File: src/rtl/ffram_arb_pkg.sv
// Shared types for the two-master FFRAM Wishbone arbiter.
// Holds the arbiter state encoding and the default watchdog timeout.
package ffram_arb_pkg;

  typedef enum logic [1:0] {
    IDLE,
    GNT0,
    GNT1,
    DRAIN
  } arb_state_t;

  localparam int DEF_TIMEOUT_CYC = 16;

endpackage

File: src/rtl/ffram_arb_watchdog.sv
// Per-transaction watchdog: saturating cycle counter for the arbiter.
// Ports: clk/rst, clear (hold at 0), enable (count), expired (at limit).
module ffram_arb_watchdog
  import ffram_arb_pkg::*;
#(
  parameter int TIMEOUT_CYC = DEF_TIMEOUT_CYC
) (
  input  logic wb_clk_i,
  input  logic wb_rst_i,
  input  logic clear,
  input  logic enable,
  output logic expired
);

  localparam int TO_W = $clog2(TIMEOUT_CYC + 1);
  localparam logic [TO_W-1:0] LAST = TO_W'(TIMEOUT_CYC - 1);

  logic [TO_W-1:0] cnt_q;

  // Stops at LAST so a stuck slave can never wrap the count.
  always_ff @(posedge wb_clk_i) begin
    if (wb_rst_i || clear) begin
      cnt_q <= '0;
    end else if (enable && cnt_q != LAST) begin
      cnt_q <= cnt_q + 1'b1;
    end
  end

  assign expired = (cnt_q == LAST);

endmodule

File: src/rtl/ffram_wb_arbiter.sv
// Two-master round-robin Wishbone arbiter in front of the FFRAM wrapper.
// Ports: m0_*/m1_* master buses, s_* slave bus, busy_o (not IDLE).
module ffram_wb_arbiter
  import ffram_arb_pkg::*;
#(
  parameter int TIMEOUT_CYC = DEF_TIMEOUT_CYC
) (
  input  logic        wb_clk_i,
  input  logic        wb_rst_i,
  input  logic        m0_stb_i,
  input  logic        m0_cyc_i,
  input  logic        m0_we_i,
  input  logic [3:0]  m0_sel_i,
  input  logic [31:0] m0_dat_i,
  input  logic [31:0] m0_adr_i,
  output logic        m0_ack_o,
  output logic        m0_err_o,
  output logic [31:0] m0_dat_o,
  input  logic        m1_stb_i,
  input  logic        m1_cyc_i,
  input  logic        m1_we_i,
  input  logic [3:0]  m1_sel_i,
  input  logic [31:0] m1_dat_i,
  input  logic [31:0] m1_adr_i,
  output logic        m1_ack_o,
  output logic        m1_err_o,
  output logic [31:0] m1_dat_o,
  output logic        s_stb_o,
  output logic        s_cyc_o,
  output logic        s_we_o,
  output logic [3:0]  s_sel_o,
  output logic [31:0] s_dat_o,
  output logic [31:0] s_adr_o,
  input  logic        s_ack_i,
  input  logic [31:0] s_dat_i,
  output logic        busy_o
);

  arb_state_t state_q, state_d;
  logic rr_q, rr_d;
  logic req0, req1, g1;
  logic wd_clr, wd_en, wd_exp;
  logic ack_g, err_g;

  logic        m_cyc, m_stb, m_we;
  logic [3:0]  m_sel;
  logic [31:0] m_dat, m_adr;

  assign req0 = m0_stb_i & m0_cyc_i;
  assign req1 = m1_stb_i & m1_cyc_i;
  assign g1   = (state_q == GNT1);

  assign m_cyc = g1 ? m1_cyc_i : m0_cyc_i;
  assign m_stb = g1 ? m1_stb_i : m0_stb_i;
  assign m_we  = g1 ? m1_we_i  : m0_we_i;
  assign m_sel = g1 ? m1_sel_i : m0_sel_i;
  assign m_dat = g1 ? m1_dat_i : m0_dat_i;
  assign m_adr = g1 ? m1_adr_i : m0_adr_i;

  ffram_arb_watchdog #(
    .TIMEOUT_CYC(TIMEOUT_CYC)
  ) u_wd (
    .wb_clk_i(wb_clk_i),
    .wb_rst_i(wb_rst_i),
    .clear   (wd_clr),
    .enable  (wd_en),
    .expired (wd_exp)
  );

  always_ff @(posedge wb_clk_i) begin
    if (wb_rst_i) begin
      state_q <= IDLE;
      rr_q    <= 1'b0;
    end else begin
      state_q <= state_d;
      rr_q    <= rr_d;
    end
  end

  always_comb begin
    state_d  = state_q;
    rr_d     = rr_q;
    wd_clr   = 1'b1;
    wd_en    = 1'b0;
    ack_g    = 1'b0;
    err_g    = 1'b0;
    s_stb_o  = 1'b0;
    s_cyc_o  = 1'b0;
    s_we_o   = 1'b0;
    s_sel_o  = 4'h0;
    s_dat_o  = 32'h0;
    s_adr_o  = 32'h0;
    m0_dat_o = 32'h0;
    m1_dat_o = 32'h0;
    unique case (state_q)
      IDLE: begin
        unique case (1'b1)
          req0 & ~req1: state_d = GNT0;
          ~req0 & req1: state_d = GNT1;
          req0 & req1:  state_d = rr_q ? GNT1 : GNT0;
          default:      state_d = IDLE;
        endcase
      end
      GNT0, GNT1: begin
        wd_clr  = 1'b0;
        wd_en   = ~s_ack_i;
        s_stb_o = m_stb;
        s_cyc_o = m_cyc;
        s_we_o  = m_we;
        s_sel_o = m_sel;
        s_dat_o = m_dat;
        s_adr_o = m_adr;
        if (g1) m1_dat_o = s_dat_i;
        else    m0_dat_o = s_dat_i;
        // Ack beats abort and timeout in the same cycle.
        if (s_ack_i) begin
          ack_g   = 1'b1;
          rr_d    = ~g1;
          state_d = DRAIN;
        end else if (!m_cyc) begin
          s_stb_o = 1'b0;
          s_cyc_o = 1'b0;
          rr_d    = ~g1;
          state_d = DRAIN;
        end else if (wd_exp) begin
          err_g   = 1'b1;
          rr_d    = ~g1;
          state_d = DRAIN;
        end
      end
      DRAIN:   state_d = IDLE;
      default: state_d = IDLE;
    endcase

    m0_ack_o = ack_g & ~g1;
    m1_ack_o = ack_g & g1;
    m0_err_o = err_g & ~g1;
    m1_err_o = err_g & g1;
    busy_o   = (state_q != IDLE);

    // A reset cycle drops whatever is in flight on every output.
    if (wb_rst_i) begin
      m0_ack_o = 1'b0;
      m1_ack_o = 1'b0;
      m0_err_o = 1'b0;
      m1_err_o = 1'b0;
      m0_dat_o = 32'h0;
      m1_dat_o = 32'h0;
      s_stb_o  = 1'b0;
      s_cyc_o  = 1'b0;
      s_we_o   = 1'b0;
      s_sel_o  = 4'h0;
      s_dat_o  = 32'h0;
      s_adr_o  = 32'h0;
      busy_o   = 1'b0;
    end
  end

endmodule

File: config.mk
export PLATFORM = sky130hd
export DESIGN_NAME = ffram_wb_arbiter
export DESIGN_NICKNAME = d
export VERILOG_FILES = /design/src/rtl/ffram_arb_pkg.sv /design/src/rtl/ffram_arb_watchdog.sv /design/src/rtl/ffram_wb_arbiter.sv
export SDC_FILE = /design/constraint.sdc
export NUM_CORES = 1
export LEC_CHECK = 0
export BUFFER_PORTS_ARGS = -buffer_cell sky130_fd_sc_hd__buf_4
export CORE_AREA = 10 10 113 115
export CTS_BUF_LIST = sky130_fd_sc_hd__clkbuf_8
export CTS_CLUSTER_DIAMETER = 100
export CTS_CLUSTER_SIZE = 12
export DETAILED_ROUTE_END_ITERATION = 16
export DIE_AREA = 0 0 123 125
export SLEW_MARGIN = 25
export SYNTH_ARGS = -nofsm -noshare
export SYNTH_HDL_FRONTEND = slang
export SYNTH_SLANG_ARGS = --single-unit
export TNS_END_PERCENT = 50
File: constraint.sdc
create_clock -name wb_clk_i -period 1.9 [get_ports wb_clk_i]
set_input_delay 0.38 -clock wb_clk_i [delete_from_list [all_inputs] [get_ports wb_clk_i]]
set_output_delay 0.38 -clock wb_clk_i [all_outputs]
set_load 0.02 [all_outputs]
==> results of run 1 <==
[area by class of cell]
type | instances | area [um^2]
well taps | 140 | 175
repair buffers | 347 | 3010
inverters | 6 | 25.0
diodes | 1 | 2.50
flip-flops and latches | 8 | 163
fillers | 1021 | 5260
multi-input cells | 251 | 1930
clock buffers | 3 | 41.3
[timing repair]
item / 4_1_cts / 5_1_grt
pin swaps: 4 / 8
resized for setup: 85 / 18
endpoints found under the setup margin: 139 / 143
hold endpoints to repair: 0 / 0
cloned: 6 / 1
setup buffers: 8 / 0
[per-layer routing]
metal	track usage, %	vias to the layer above
li1	-	1614
met1	17.8	1510
met2	31.3	186
met3	7.61	12
met4	3.36	0
met5	0	-
[logic make-up (layout without fill, tap and decap cells)]
family	after synthesis	count (layout)	share of synthesized area (%)
xor+xnor	1	1	0.446
flops	8	8	8.15
compound gates	13	13	4.40
fa+ha+maj	4	4	2.55
mux	71	71	36.2
buf+inv	30	356	6.37
other cells	0	1	0
simple gates	162	162	41.9
[worst max path at each step]
| stage | cells after the start | startpoint | slack [ns] | endpoint |
|---|---|---|---|---|
| finish | 8 | state_q[0]$_SDFFE_PP0P_ | -0.21 | s_adr_o[22] |
| global route | 9 | state_q[0]$_SDFFE_PP0P_ | -0.29 | m0_err_o |
| CTS | 9 | state_q[0]$_SDFFE_PP0P_ | -0.21 | m0_err_o |
| detailed placement | 7 | state_q[0]$_SDFFE_PP0P_ | 0.03 | s_adr_o[22] |
| global placement | 7 | state_q[1]$_SDFFE_PP0P_ | 0.02 | m0_err_o |
| floorplan | 7 | state_q[1]$_SDFFE_PP0P_ | -0.06 | m0_dat_o[21] |
[sequential cells by signal, summed over array words and instances (netlist names)]
signal and count:
u_wd.cnt_q 5, state_q 2, rr_q 1
[power breakdown]
group / internal (uW) / switching [uW] / total (uW)
Sequential: 183 / 10.4 / 194
Clock: 137 / 67.5 / 205
Combinational: 1180 / 1040 / 2220
[metrics by stage]
step	instance area, um^2	hold WS [ns]
floorplan	2050	0.439
global placement	4710	0.463
detailed placement	4710	0.461
CTS	5260	0.367
global route	5340	0.372
finish	5340	0.368
[layout by cell type, fill, tap and decap left out, drive strengths merged, types with 4 or more instances in the layout]
| cell type | n |
|---|---|
| nor2 | 75 |
| and2 | 65 |
| clkbuf | 4 |
| nand2 | 5 |
| buf | 346 |
| inv | 6 |
| mux2i | 71 |
| ha | 4 |
| a21oi | 4 |
| dfxtp | 8 |
==> results.yml, run 1 <==
yosys:
  netlist_instances: 289
  synth_top_flop_cell: "dfxtp_1"
  synth-edff-count: 0
  ys_warn_count: 0
  synth_area_um2: 1960
  synth_commonest_cells: "nor2_1 (75), mux2i_1 (71), and2_1 (65), clkbuf_1 (12), buf_2 (10)"
  async_flop_share_pct: 0
  yosysUniqueCellTypes: 29
  yosysTopAreaCellShare_pct: 36.2
  yosysSeqAreaShare_pct: 8.15
  avgSynthCellArea_um2: 6.80
  syn_nets: 470
  synth-seq-cells: 8
  yosys.area.top_type: "mux2i_1"
  synthTopCellsByArea: "mux2i_1 (36%), and2_1 (21%), nor2_1 (14%)"
  synth.most_common_cell: "nor2_1"
detailed_routing:
  antenna_left: 0
  top_layer: "met4"
  drt-wirelength-per-cell_um: 19.5
  routedLengthMet1_um: 5130
  wirelength_um: 14700
  dr.pass1.iters: 4
  vias: 3322
  drc_errors: 0
  drt-vias-per-instance: 4.39
  routed-wl-met2_um: 7510
  wl_met3_um: 1900
  drt_iter0_markers: 78
grt:
  grt_max_degree: 68
  grt_overflow: 0
  grt_pass1_vias: 3604
  grt.total_usage_pct: 17.2
  grt_pass1_wl_um: 21300
  antenna_found_initial: 1
finish:
  nNetsFinal: 798
  drive_gt1_share_pct: 68.0
  final_cells: 756
  syn_to_final_growth_pct: 172
  utilization_pct: 50.4
timing:
  rsz0062_at_grt: "true"
  fmax_mhz: 473
  finalHoldViolations: 0
  period_minus_slack_ns: 2.11
  tns_ns: -15.84
  period_share_pct: 111
  drv_slew: 0
  setup_viol: 138
  fin_ws_ns: -0.212
  tightestPinTransition_ns: 0.339
  max_slew_margin_pct: 77.4
  finClkSkew_ns: 0.00588
die:
  start_util_pct: 18.5
  die_y_um: 125
  die_area_um2: 15400
  core-area_um2: 10600
  dieWidth_um: 123
  rows: 38
  num_io_pins: 317
worst_setup_path:
  path_delay_family: "buffers and inverters"
  reg2reg_depth: 6
  end_kind: "output pin"
  critPathSlowestCell: "dfxtp_2"
  cp_num_buf_inv: 5
  regToRegEndpoint: "u_wd.cnt_q[3]$_SDFFE_PP0P_"
  crit_chain: "inv_4 > buf_6 > ha_4 > buf_6 > buf_12 > mux2i_4 > nor2_1 > buf_4"
  crit_path_frequent_cell: "buf_6"
  r2r_slack_ns: 0.03
  start_kind: "flip-flop"
  cp.arrival_ns: 1.73
  crit_path_max_incr_delay_ns: 0.33
  worstPathMaxFanout: 16
  required_ns: 1.52
  path_class: "reg -> out"
  r2r_start: "u_wd.cnt_q[0]$_SDFFE_PP0P_"
placed_design:
  dp_cells: 738
  place.gp.congestion: 0.851
  io_buffers: 316
  dp_hpwl_um: 11600
  dp_worst_setup_slack_ns: 0.0305
clocking:
  cts_buffers: 3
  clock_latency_ns: 0.23
  clock_sinks: 8
  tritoncts: "done"
  path_clk_slew_ns: 0.04
  htreeDepth: 1
  cts_root_buf: "clkbuf_8"
  hold_buffers: 0
  clock_path_buffers: 2
run:
  maxCapViolations: 0
outcome:
  status: "finished with violations"
  failed_checks: "setup timing"
hold_path:
  hp-class: "in -> reg"
  min_path_cells: 2
  hold_end: "state_q[1]$_SDFFE_PP0P_"
  min-delay-start: "wb_rst_i"
pwr:
  p_per_area_nw_per_um2: 490
  vdd_drop_max_uv: 230
  p_total_uw: 2620
  leakagePower_uw: 0.00259
Note: power is estimated with default switching activity, not from simulation.
==> run 2, diff against run 1 <==
- CORE_AREA: 10 10 113 115 -> 10 10 114 116
- DIE_AREA: 0 0 123 125 -> 0 0 124 126
- HOLD_SLACK_MARGIN: default -> 0.12
- clock period: 1.9 -> 2.6 ns (I/O delays scaled with it)
==> run 2 against run 1 <==
Effect of this change: the flow now finishes without violations; clock skew fell by 0.0015 ns; register-to-register slack improved by 0.49 ns; critical path depth fell by 2; via count fell by 5.7%; die area rose by 1.6%; power fell by 42%; clock power fell by 28%; final area fell by 15%; sequential power fell by 28%; clock-buffer cell count did not move; worst hold slack improved by 0.11 ns.
==> results.yml, run 2 (same netlist as run 1, synthesis figures left out) <==
timing:
  rsz0062_at_grt: "false"
  tns_ns: 0
  finClkSkew_ns: 0.00441
  hold_ws_ns: 0.477
  setup_viol: 0
  fmax_mhz: 413
  fin_ws_ns: 0.181
  max_slew_margin_pct: 68.0
  tightestPinTransition_ns: 0.480
  period_minus_slack_ns: 2.42
  finalHoldViolations: 0
  period_share_pct: 93.0
  drv_slew: 0
finish:
  syn_to_final_growth_pct: 131
  final_area_um2: 4540
  seq_area_um2: 160
  largest_reg_flops: 5
  antenna_cells: 0
  drive_gt1_share_pct: 55.9
  final_common_cell: "buf_4"
  nNetsFinal: 777
  max_flop_register: "u_wd.cnt_q"
  largestRegisters: "u_wd.cnt_q x5, state_q x2, rr_q x1"
  multiInputGateArea_um2: 1690
  final_cell_mix: "buf_4 (326), nor2_1 (75), mux2i_1 (71), and2_1 (65), dfxtp_1 (8)"
  nFillCells: 1104
die:
  dieWidth_um: 124
  start_util_pct: 18.4
  die_y_um: 126
  core-area_um2: 10700
  die_area_um2: 15600
  num_io_pins: 317
  rows: 38
clocking:
  htreeDepth: 1
  hold_buffers: 0
  cts-resized-gates: 0
  clock_latency_ns: 0.23
  clock_path_buffers: 2
  cts_root_buf: "clkbuf_8"
  clock_sinks: 8
  cts_setup_buffers: 0
  path_clk_slew_ns: 0.04
  tritoncts: "done"
  cts_buffers: 3
worst_setup_path:
  path_delay_family: "simple AND/OR/NAND/NOR gates"
  crit_chain: "inv_1 > ha_1 > nand2b_2 > nor2_1 > nor4bb_1 > buf_4"
  start_kind: "flip-flop"
  cp_num_buf_inv: 2
  critical_path.startpoint: "state_q[1]$_SDFFE_PP0P_"
  worstPathMaxFanout: 7
  required_ns: 2.08
  critPathSlowestCell: "dfxtp_1"
  crit_path_max_incr_delay_ns: 0.38
  end_kind: "output pin"
  r2r_start: "u_wd.cnt_q[0]$_SDFFE_PP0P_"
  path_class: "reg -> out"
  cp.arrival_ns: 1.90
detailed_routing:
  drt-vias-per-instance: 4.27
  drt-wirelength-per-cell_um: 17.6
  wirelength_um: 12900
  dr.pass1.iters: 4
  drt_iter0_markers: 134
  antenna_left: 0
  drc_errors: 0
  vias: 3132
run:
  maxCapViolations: 0
placed_design:
  dp_worst_setup_slack_ns: 0.456
  place_area_um2: 4500
  dp_hpwl_um: 11300
  place.gp.congestion: 0.843
  io_buffers: 316
hold_path:
  min-delay-start: "rr_q$_SDFFE_PP0P_"
  hp-class: "reg -> reg"
pwr:
  leakagePower_uw: 0.00231
  p_per_area_nw_per_um2: 334
  p_total_uw: 1520
  vdd_drop_max_uv: 164
grt:
  grt.total_usage_pct: 14.9
  grt_overflow: 0
  antenna_found_initial: 0
  grt_max_degree: 46
  grt_pass1_wl_um: 18800
  grt_pass1_vias: 3364
outcome:
  status: "complete, no violations"
run 2: cell types whose count changed in the layout (fill, tap and decap cells not counted), moves of 8 or more:
cell     previous run  this run
buf_6              48         0
mux2i_1            60        71
nor2_2             21         0
and2_4             23         0
and2_1             42        65
mux2i_2             8         0
buf_4             286       326
nor2_1             53        75
run 2: worst reg2reg max path: stages (launching register included):
cell,delay [ns]
dfxtp_1,0.33
ha_1,0.21
and3_1,0.19
ha_1,0.25
or3b_1,0.51
or3_1,0.38
a21oi_1,0.14
run 2: path summary, 6_finish.rpt:
check,slack (ns),end,cells past startpoint
max,0.18,m0_err_o,6
min,0.48,rr_q$_SDFFE_PP0P_,2
max reg2reg,0.52,u_wd.cnt_q[3]$_SDFFE_PP0P_,6
min reg2reg,0.48,rr_q$_SDFFE_PP0P_,2
run 2: final cells by class:
| class | count | area share [%] |
|---|---|---|
| clock buffers | 3 | 0.909 |
| flip-flops and latches | 8 | 3.53 |
| well taps | 140 | 3.86 |
| inverters | 6 | 0.496 |
| multi-input cells | 251 | 37.3 |
| repair buffers | 326 | 53.9 |
run 2: metal layers:
| metal | global-route usage (%) | routed length (um) | up-vias |
|---|---|---|---|
| met5 | 0 | 0 | - |
| met4 | 2.30 | 167 | 0 |
| met3 | 8.67 | 2040 | 12 |
| met2 | 27.4 | 6600 | 178 |
| met1 | 14.2 | 4090 | 1378 |
| li1 | - | - | 1564 |
run 2: where the power goes:
group          internal [uW]  switching (uW)  leakage (uW)
Clock                    100            47.6     0.0000216
Sequential               133            7.47     0.0000649
Combinational            595             636       0.00223
Total                    828             691       0.00231
run 2: stage by stage:
stage / cells / utilization (%)
2_1_floorplan: 289 / -
3_3_place_gp: 731 / 42.1
3_5_place_dp: 731 / 42.1
4_1_cts: 734 / 42.4
5_1_grt: 734 / 42.4
6_report: 734 / 42.4
==> run 3, diff against run 2 <==
- CELL_PAD_IN_SITES_DETAIL_PLACEMENT: default -> 1
- CELL_PAD_IN_SITES_GLOBAL_PLACEMENT: default -> 1
- CORE_AREA: 10 10 114 116 -> default
- CORE_ASPECT_RATIO: default -> 0.9
- CORE_MARGIN: default -> 10
- CORE_UTILIZATION: default -> 18
- DIE_AREA: 0 0 124 126 -> default
- GPL_ROUTABILITY_DRIVEN: default -> 0
- PLACE_DENSITY_LB_ADDON: default -> 0.1
- RECOVER_POWER: default -> 50
==> run 3 against run 2 <==
Effect of this change: utilization is 1.6 points lower; worst hold slack better by 0.0024 ns; final cell count is 1.1% lower; clock skew is 0.0017 ns lower; non-clock buffer count is 1 lower; clock power is 4% higher; clock-buffer cell count stayed put; first-iteration DRC count is 31% lower; via count is 4.2% higher; critical path depth stayed put; sequential share of layout area is 0.11 points higher; global-route usage is 3.0 points higher; critical path type unchanged.
==> results.yml, run 3 (same netlist as run 1, synthesis figures left out) <==
outcome:
  status: "complete, no violations"
clocking:
  htreeDepth: 1
  tritoncts: "done"
  path_clk_slew_ns: 0.04
  clock_sinks: 8
  cts_root_buf: "clkbuf_8"
  clock_path_buffers: 2
  clock_latency_ns: 0.23
  hold_buffers: 0
  cts_buffers: 3
  cts_setup_buffers: 0
  cts-resized-gates: 0
finish:
  antenna_cells: 0
  syn_to_final_growth_pct: 124
  final_common_cell: "buf_4"
  nNetsFinal: 776
  max_flop_register: "u_wd.cnt_q"
  final_area_um2: 4400
  final_cell_mix: "buf_4 (278), nor2_1 (75), mux2i_1 (71), and2_1 (48), clkbuf_1 (29)"
  largestRegisters: "u_wd.cnt_q x5, state_q x2, rr_q x1"
  largest_reg_flops: 5
  drive_gt1_share_pct: 50.8
grt:
  grt_pass1_wl_um: 21900
  grt_max_degree: 78
  grt_overflow: 0
  grt_pass1_vias: 3537
  antenna_found_initial: 0
  grt.total_usage_pct: 17.9
worst_setup_path:
  path_class: "reg -> out"
  crit_path_max_incr_delay_ns: 0.39
  crit_chain: "inv_1 > ha_1 > nand2b_2 > nor2_1 > nor4bb_1 > buf_4"
  cp.depth: 6
  worstPathMaxFanout: 7
  path_delay_family: "simple AND/OR/NAND/NOR gates"
  critPathSlowestCell: "ha_1"
  required_ns: 2.08
  end_kind: "output pin"
  cp.arrival_ns: 1.95
  cp_num_buf_inv: 2
  start_kind: "flip-flop"
  reg2reg_depth: 6
timing:
  finClkSkew_ns: 0.00271
  fmax_mhz: 405
  period_share_pct: 95.0
  tightestPinTransition_ns: 0.659
  fin_ws_ns: 0.131
  rsz0062_at_grt: "false"
  setup_viol: 0
  hold_ws_ns: 0.479
  tns_ns: 0
  max_slew_margin_pct: 56.0
  period_minus_slack_ns: 2.47
  finalHoldViolations: 0
  drv_slew: 0
detailed_routing:
  drc_errors: 0
  dr.pass1.iters: 4
  drt_iter0_markers: 92
  wirelength_um: 15400
  drt-wirelength-per-cell_um: 21.2
  vias: 3264
  antenna_left: 0
  drt-vias-per-instance: 4.50
die:
  rows: 36
  die_y_um: 119
  dieWidth_um: 130
  core-area_um2: 10800
  start_util_pct: 18.2
  die_area_um2: 15500
  num_io_pins: 317
placed_design:
  place_area_um2: 4510
  dp_worst_setup_slack_ns: 0.399
  io_buffers: 316
  dp_hpwl_um: 13400
hold_path:
  hp-class: "reg -> reg"
  min_path_cells: 2
pwr:
  leakagePower_uw: 0.00217
  p_per_area_nw_per_um2: 345
  comb_power_share_pct: 80.6
  seqPwrFrac_pct: 9.3
  clkPwrFrac_pct: 10.2
  intPower_uw: 795
  swShare_pct: 47.6
  vdd_drop_max_uv: 145
  switching_power_uw: 722
run:
  maxCapViolations: 0
==> run 3: cell types whose count changed in the layout (fill, tap and decap cells not counted), sizes merged <==
cell | previous run | this run
clkbuf | 3 | 47
buf | 326 | 281
==> run 3: metal layers <==
metal | GRT usage (%) | wire length (um) | vias up
met2 | 34.1 | 7970 | 178
li1 | - | - | 1564
met3 | 8.60 | 2060 | 8
met5 | 0 | 0 | -
met4 | 2.81 | 142 | 0
met1 | 17.2 | 5190 | 1514
==> run 3: final timing paths <==
path | from | endpoint | slack, ns
worst min register to register | rr_q$_SDFFE_PP0P_ | rr_q$_SDFFE_PP0P_ | 0.48
worst min-delay path | rr_q$_SDFFE_PP0P_ | rr_q$_SDFFE_PP0P_ | 0.48
worst max-delay path | state_q[1]$_SDFFE_PP0P_ | m0_err_o | 0.13
worst max register to register | u_wd.cnt_q[0]$_SDFFE_PP0P_ | u_wd.cnt_q[3]$_SDFFE_PP0P_ | 0.50
==> run 3: power groups by stage <==
stage	clock [uW]	sequential, uW	combinational (uW)
global route	162	142	1320
detailed placement	0	142	1280
global placement	0	142	1260
finish	154	140	1220
CTS	157	140	1290
floorplan	0	140	659
==> run 3: final cells by class <==
cell class,count,area [um^2]
clock buffers,3,41.3
fillers,1356,6360
inverters,6,22.5
multi-input cells,251,1690
flip-flops and latches,8,160
well taps,133,166
repair buffers,325,2320
==> run 3: metrics by stage <==
step,util [%],power [uW],cells
6_report,40.9,1520,726
5_1_grt,40.9,1630,726
4_1_cts,42.3,1590,726
3_5_place_dp,41.9,1430,723
3_3_place_gp,41.9,1410,723
2_1_floorplan,-,799,289
==> run 3: worst register-to-register path, delay by kind of cell (launching register included) <==
family,cells,cell delay (ns)
compound gates,1,0.15
flops,1,0.33
fa+ha+maj,2,0.46
simple gates,3,1.09
